[src/rtl/data_ram_arbiter.sv]
// data_ram_arbiter
// Shares the data RAM access port between the ALU path and the host
// loader/debug port. ALU wins by default. A starvation counter forces a
// host grant after repeated denials, and a burst counter bounds how long
// the host keeps the port while the ALU is waiting. RAM commands are
// registered (1-cycle issue latency). Read data is registered at the end
// of the read grant cycle and flagged with a one-cycle valid strobe.
module data_ram_arbiter #(
    parameter int ADDR_W       = 8,
    parameter int DATA_W       = 16,
    parameter int STARVE_LIMIT = 4,   // 1..15
    parameter int MAX_BURST    = 3    // 1..15
) (
    input  logic              Clock,
    input  logic              Reset,        // asynchronous, active-low

    input  logic              iAluReq,
    input  logic              iAluWe,
    input  logic [ADDR_W-1:0] iAluAddr,
    input  logic [DATA_W-1:0] iAluData,
    output logic              oAluGnt,
    output logic              oAluStall,
    output logic              oAluRdValid,

    input  logic              iHostReq,
    input  logic              iHostWe,
    input  logic [ADDR_W-1:0] iHostAddr,
    input  logic [DATA_W-1:0] iHostData,
    output logic              oHostGnt,
    output logic              oHostRdValid,

    output logic              oRamWe,
    output logic [ADDR_W-1:0] oRamAddr,
    output logic [DATA_W-1:0] oRamData,
    input  logic [DATA_W-1:0] iRamRdData,
    output logic [DATA_W-1:0] oRdData
);

    typedef enum logic [1:0] {
        IDLE = 2'd0,
        ALU  = 2'd1,
        HOST = 2'd2
    } arbState_t;

    // Counters are 4 bits wide: both limits are bounded to 1..15.
    localparam logic [3:0] STARVE_MAX = 4'(STARVE_LIMIT - 1);
    localparam logic [3:0] BURST_MAX  = 4'(MAX_BURST);

    arbState_t  stateReg;
    arbState_t  stateNext;
    logic [3:0] starveCntReg;
    logic [3:0] starveCntNext;
    logic [3:0] burstCntReg;
    logic [3:0] burstCntNext;
    logic       hostForced;
    logic       hostBurst;

    // Winner selection, counter updates and the combinational ALU stall.
    always_comb begin
        stateNext     = IDLE;
        starveCntNext = starveCntReg;
        burstCntNext  = burstCntReg;
        hostForced    = iHostReq && (starveCntReg == STARVE_MAX);
        hostBurst     = (stateReg == HOST) && iHostReq && (burstCntReg < BURST_MAX);

        // The starvation override and an unfinished host burst both outrank the ALU.
        if (hostForced || hostBurst) begin
            stateNext = HOST;
        end else if (iAluReq) begin
            stateNext = ALU;
        end else if (iHostReq) begin
            stateNext = HOST;
        end

        // Starvation: count denied host cycles, saturating at the force point.
        if (!iHostReq || (stateNext == HOST)) begin
            starveCntNext = 4'd0;
        end else if (starveCntReg != STARVE_MAX) begin
            starveCntNext = starveCntReg + 4'd1;
        end

        // Burst: only host grants that keep a requesting ALU waiting are counted.
        // With the ALU idle the count holds, so the host is never cut off.
        if (stateNext != HOST) begin
            burstCntNext = 4'd0;
        end else if (iAluReq && (burstCntReg != 4'hF)) begin
            burstCntNext = burstCntReg + 4'd1;
        end

        oAluStall = iAluReq && (stateNext != ALU);
    end

    // Arbiter state register.
    always_ff @(posedge Clock or negedge Reset) begin
        if (!Reset) begin
            stateReg <= IDLE;
        end else begin
            stateReg <= stateNext;
        end
    end

    // Starvation and burst counters.
    always_ff @(posedge Clock or negedge Reset) begin
        if (!Reset) begin
            starveCntReg <= 4'd0;
            burstCntReg  <= 4'd0;
        end else begin
            starveCntReg <= starveCntNext;
            burstCntReg  <= burstCntNext;
        end
    end

    // Register the winning command onto the RAM port; address/data hold when idle.
    always_ff @(posedge Clock or negedge Reset) begin
        if (!Reset) begin
            oRamWe   <= 1'b0;
            oRamAddr <= '0;
            oRamData <= '0;
            oAluGnt  <= 1'b0;
            oHostGnt <= 1'b0;
        end else begin
            oAluGnt  <= (stateNext == ALU);
            oHostGnt <= (stateNext == HOST);
            case (stateNext)
                ALU: begin
                    oRamWe   <= iAluWe;
                    oRamAddr <= iAluAddr;
                    oRamData <= iAluData;
                end
                HOST: begin
                    oRamWe   <= iHostWe;
                    oRamAddr <= iHostAddr;
                    oRamData <= iHostData;
                end
                default: begin
                    oRamWe <= 1'b0;
                end
            endcase
        end
    end

    // Capture read data at the end of a read grant and strobe the owner's valid.
    always_ff @(posedge Clock or negedge Reset) begin
        if (!Reset) begin
            oRdData      <= '0;
            oAluRdValid  <= 1'b0;
            oHostRdValid <= 1'b0;
        end else begin
            oAluRdValid  <= oAluGnt && !oRamWe;
            oHostRdValid <= oHostGnt && !oRamWe;
            if ((oAluGnt || oHostGnt) && !oRamWe) begin
                oRdData <= iRamRdData;
            end
        end
    end

endmodule
[config.mk]
export PLATFORM = sky130hd
export DESIGN_NAME = data_ram_arbiter
export DESIGN_NICKNAME = d
export VERILOG_FILES = /design/src/rtl/data_ram_arbiter.sv
export SDC_FILE = /design/constraint.sdc
export NUM_CORES = 1
export LEC_CHECK = 0
export ABC_AREA = 1
export CORE_MARGIN = 5
export CORE_UTILIZATION = 50
export DETAILED_ROUTE_END_ITERATION = 10
export DONT_BUFFER_PORTS = 1
export GPL_TIMING_DRIVEN = 0
export HOLD_SLACK_MARGIN = 0.15
export PLACE_DENSITY = 0.73
export SKIP_LAST_GASP = 1
export SLEW_MARGIN = 15
export SYNTH_ARGS = -nofsm -noshare
export SYNTH_HDL_FRONTEND = slang
export SYNTH_SLANG_ARGS = --single-unit
[constraint.sdc]
create_clock -name Clock -period 4.15 [get_ports Clock]
set_input_delay 0.415 -clock Clock [delete_from_list [all_inputs] [get_ports Clock]]
set_output_delay 0.415 -clock Clock [all_outputs]
set_load 0.1 [all_outputs]
Word-level counts from Yosys, hierarchy flattened
Cells that the tools add are included.
{"block": "op_classes", "addsub": 2, "n_lt_le_gt_ge": 1, "n_eq_ne": 8, "muxes": 10, "n_reduce_logical": 16}
{"cell": "one-hot mux 16 bit (2 select lines)", "n": 1}
{"cell": "2-to-1 mux 4 bit", "n": 4}
{"cell": "one-hot mux 8 bit (2 select lines)", "n": 1}
{"cell": "adder 4 x 1 -> 4 bit (second input constant)", "n": 2}
{"cell": "logical AND 1 bit", "n": 8}
{"cell": "2-to-1 mux 2 bit", "n": 3}
{"cell": "nonzero test 2 bit", "n": 3}
{"cell": "== test 2 bit (second input constant)", "n": 2}
{"cell": "== test 4 x 2 -> 1 bit (second input constant)", "n": 1}
{"cell": "less-than comparator 4 x 2 -> 1 bit (second input constant)", "n": 1}
{"cell": "inequality test 4 x 2 -> 1 bit (second input constant)", "n": 1}
{"cell": "inequality test 4 bit (second input constant)", "n": 1}
{"cell": "logical OR 1 bit", "n": 3}
{"cell": "== test 2 x 1 -> 1 bit (second input constant)", "n": 1}
{"cell": "zero test 1 bit", "n": 2}
{"cell": "inequality test 2 x 1 -> 1 bit (second input constant)", "n": 1}
{"cell": "inequality test 2 bit (second input constant)", "n": 1}
{"cell": "one-hot mux 1 bit (2 select lines)", "n": 1}
{"block": "totals", "regBits": 55, "output_inout_bits": 46}

Longest topological paths before layout
{"block": "logic_depth", "ltp_word": 8, "mapped_depth": 13, "depth_no_buf": 12}

Worst setup path after synthesis
Ideal clock, no wire load.
{"block": "synth_path", "kind": "reg2out", "from": "register burstCntReg[0]", "to": "output port oAluStall", "arrival_ns": 2.445, "required_time_ns": 3.735, "slack_ns": 1.290, "stages_incl_launch_ff": 8, "path_buffers": 0, "cell_sequence": "dfrtp_1 > ha_1 > nor2_1 > nand3_1 > nand2_1 > a21oi_1 > ha_1 > nor2_1"}
{"block": "synth_via", "elab_chain_cells": 6}
{"item": "start, declared", "line": "53", "text": "logic [3:0] burstCntReg;"}
{"item": "start signal, assigned", "line": "109", "text": "burstCntReg <= burstCntNext;"}
{"item": "less-than comparator 4 x 2 -> 1 bit", "line": "64", "text": "hostBurst = (stateReg == HOST) && iHostReq && (burstCntReg < BURST_MAX);"}
{"item": "logical AND 1 bit", "line": "64"}
{"item": "logical OR 1 bit", "line": "67", "text": "if (hostForced || hostBurst) begin"}
{"item": "2-to-1 mux 2 bit", "line": "67"}
{"item": "net stateNext[0]", "line": "50", "text": "arbState_t stateNext;"}
{"item": "inequality test 2 x 1 -> 1 bit", "line": "90", "text": "oAluStall = iAluReq && (stateNext != ALU);"}
{"item": "logical AND 1 bit", "line": "90"}
{"item": "end, declared", "line": "22", "text": "output logic oAluStall,"}
The timed path passes the listed nets, and every way through them passes these cells.

Final worst setup path
Ends and elaborated chain as after synthesis.

==> metrics.md <==
| Metric | Value |
|---|---|
| Status | `finished clean` |
| RSZ-0062 raised after global routing | `no` |
| Setup crit start kind | `flop` |
| Die Wd | `80.2 um` |
| Data arrival time of the critical path | `2460 ps` |
| Placement Cell Area | `around 0.0025 mm2` |
| Clock transition at path regs | `90 ps` |
| Total Wirelength | `5660 um` |
| GRT Total Usage | `17.8%` |
| Final Hold Fails | `0` |
| Initial antenna violation count | `0` |
| Min-delay src | `iHostReq` |
| Core box area | `0.00475 mm2` |
| Fmax | `0.347 GHz` |
| Largest net degree at the start of global routing | `56` |
| Synth area leaders | `dfrtp_1, a21oi_1, nand2_1` |
| Worst Path Required | `3730 ps` |
| Tot Pwr | `around 0.0021 W` |
| Cts-stage hold buffer count | `2` |
| Slew @ Worst Pin | `1070 ps` |
| Die H | `80.2 um` |
| Yosys cell types | `20` |
| Die ar. | `0.00643 mm2` |
| Top cell type's share of synthesized area | `55.9%` |
| Drt pass-1 iters | `4` |
| Synth Warn # | `0` |
| Vias | `between 1500 and 2000` |
| R2R depth | `12` |
| CP top delay family | `simple AND/OR/NAND/NOR gates` |
| Starting density of the core | `just over 50%` |
| Filler cells | `~450` |
| DRC errors left | `0` |
| Inserted Diodes | `0` |
| Yosys top cell by area | `dfrtp_1` |
| Setup TNS | `0 ps` |
| IO Pins | `116` |
| Mean Syn Cell Area | `8.99 um2` |
| Root buffer cell | `clkbuf_8` |
| Post-Syn Nets | `348` |
| Sequential area share after synthesis | `55.9%` |
| Hold depth | `1` |
| CTS Sinks | `55` |
| Post-DP HPWL | `between 4000 and 5000 um` |
| Minimum clock period after layout | `roughly 2900 ps` |
| Antenna viol nets, final | `0` |
| Critical Path Max Stage Delay | `840 ps` |
| Layout cells sized above 1 | `14.1%` |
| PwrDens | `778 mW/mm2` |
| Lkg Pwr | `between 1 and 1.5 nW` |
| CTS buffer count | `5` |
| Slew headroom | `28.6%` |
| Cells after Synth | `274` |
| Max FO, Critical Path | `5` |
| Row Count | `25` |
| Hold WC Path Type | `primary input to flop` |
| First DRT Iteration DRCs | `75` |
| CP most frequent cell | `ha_1` |
| Final net count | `357` |
| Post-cts sizing count | `0` |
| Post-layout util | `56.2%` |
| Buf/Inv on CP | `0` |
| Wire per inst | `16.1 um` |
| Flops & latches, synth | `55` |
| # H-tree levels | `2` |
| Setup bufs post-CTS | `0` |
| Worst hold endpoint | `stateReg[0]$_DFF_PN0_` |
| WS Path Type | `flop to output port` |
| Worst reg2reg startpoint | `burstCntReg[0]$_DFFE_PN0P_` |
| CTS tree | `built` |
| Placer Congestion | `0.738` |
| Period Utilization, post-route | `69.3%` |
| Worst Skew | `roughly 3.5 ps` |
| R2r endpoint | `oRamAddr[0]$_DFFE_PN0P_` |
| Vias in the first global route | `1922` |
| Area grow syn2layout | `8.48%` |
| Max-cap violation count | `0` |
| Vias per cell | `5.42` |
| Critical path's slowest cell | `nor2_2` |
| First-pass GRT wire length | `9080 um` |
| Post-route cell area | `approximately 0.0027 mm2` |
| Total gr overflow | `0` |
| Clk_lat worst skew | `approximately 300 ps` |
| IO Port Bufs | `0` |
| CP endpoint kind | `output port` |
| Mapped Area | `0.00246 mm2` |
| Register area | `0.00138 mm2` |
| Clk buf depth | `2` |
| Maximum vdd drop | `roughly 0.49 mV` |
| CP Cell Sequence | `ha_1 > nor2_1 > nand3_1 > nand2_1 > a21oi_1 > ha_1 > nor2_2` |
| Pins Over Slew Limit | `0` |
| Final setup fails | `0` |
| Flop2flop setup slack | `about 2000 ps` |
| Area of the multi-input gates | `953 um2` |
-- cells by family after synthesis --
kind of cell	Yosys count	share of synthesized area, %
xor gates and xnor gates	3	1.07
DFF	55	55.9
AOI/OAI and AO/OA	71	14.4
adders and majority gates	4	2.03
and+or+nand+nor	118	21.1
buffers and inverters	23	5.54
-- flip-flops by register name, indices dropped and copies added, names as in the netlist --
name	count
burstCntReg	4
oRdData	16
oHostGnt	1
stateReg	2
oRamData	16
oRamWe	1
oRamAddr	8
oAluGnt	1
oHostRdValid	1
starveCntReg	4
oAluRdValid	1
-- cells in the mapped netlist, drive strengths merged --
cell type	instances
nand2	72
dfrtp	55
xnor2	2
nand4	2
xor2	1
o21ai	21
nor2	34
ha	4
nand3	10
inv	9
a21oi	50
buf	14
-- stage by stage --
stage	hold WS [ps]	cells	setup WS, ps
2_1_floorplan	119	274	1290
3_3_place_gp	121	341	1150
3_5_place_dp	121	341	1600
4_1_cts	219	351	1250
5_1_grt	211	351	1130
6_report	223	351	1270
-- layout make-up --
class	instances	share of cell area [%]
clock inverters	2	0.468
inverters	9	1.26
plain buffers	14	3.84
multi-input cells	196	35.7
repair buffers	2	1.40
flip-flops and latches	55	51.5
well taps	67	3.14
clock buffers	6	2.72
-- worst reg2reg max path, cell delays in order, from the launching register on --
cell and delay [ps]:
dfrtp_1 440, ha_1 260, nor2_1 100, nand3_1 90
nand2_1 100, nand2_1 80, nand2_1 80, ha_1 220
buf_2 170, inv_2 110, buf_2 230, nor2_1 70
a21oi_1 150
-- how the worst max path moves through the flow --
| stage | from | to | slack [ps] | cells past startpoint |
|---|---|---|---|---|
| 2_1_floorplan | burstCntReg[0]$_DFFE_PN0P_ | oAluStall | 1290 | 7 |
| 3_3_place_gp | burstCntReg[0]$_DFFE_PN0P_ | oAluStall | 1150 | 7 |
| 3_5_place_dp | burstCntReg[0]$_DFFE_PN0P_ | oAluStall | 1600 | 7 |
| 4_1_cts | burstCntReg[0]$_DFFE_PN0P_ | oAluStall | 1250 | 7 |
| 5_1_grt | burstCntReg[0]$_DFFE_PN0P_ | oAluStall | 1130 | 7 |
| 6_report | burstCntReg[0]$_DFFE_PN0P_ | oAluStall | 1270 | 7 |
-- power breakdown --
part / internal [W] / switching [W]
clock: 0.000118 / 0.000167
combinational: 0.000105 / 0.000164
sequential: 0.000629 / 0.000896
-- cell usage in the layout, fill, tap and decap left out --
cell type and instances:
xnor2_1 2, nor2_2 1, o21ai_0 7, dlygate4sd3_1 1, clkinv_2 1, nand3_1 10
nor2_1 30, ha_1 4, dfrtp_1 55, nor2_4 2, nor2_8 1, nand4_1 2
inv_2 3, nand2_2 11, inv_1 6, o21ai_1 14, clkbuf_1 1, buf_6 2
buf_4 2, buf_12 1, xor2_1 1, buf_16 1, buf_2 9, clkbuf_8 5
clkinvlp_4 1, nand2_1 61, a21oi_1 50
-- per-layer routing --
metal | vias to the layer above | GRT usage, % | part of all wire, %
li1 | 916 | - | -
met1 | 886 | 23.0 | 42
met2 | 97 | 27.4 | 44
met3 | 4 | 7.51 | 13
met4 | 0 | 5.07 | 0.67
met5 | - | 0 | 0
(Power assumes the default switching activity.)
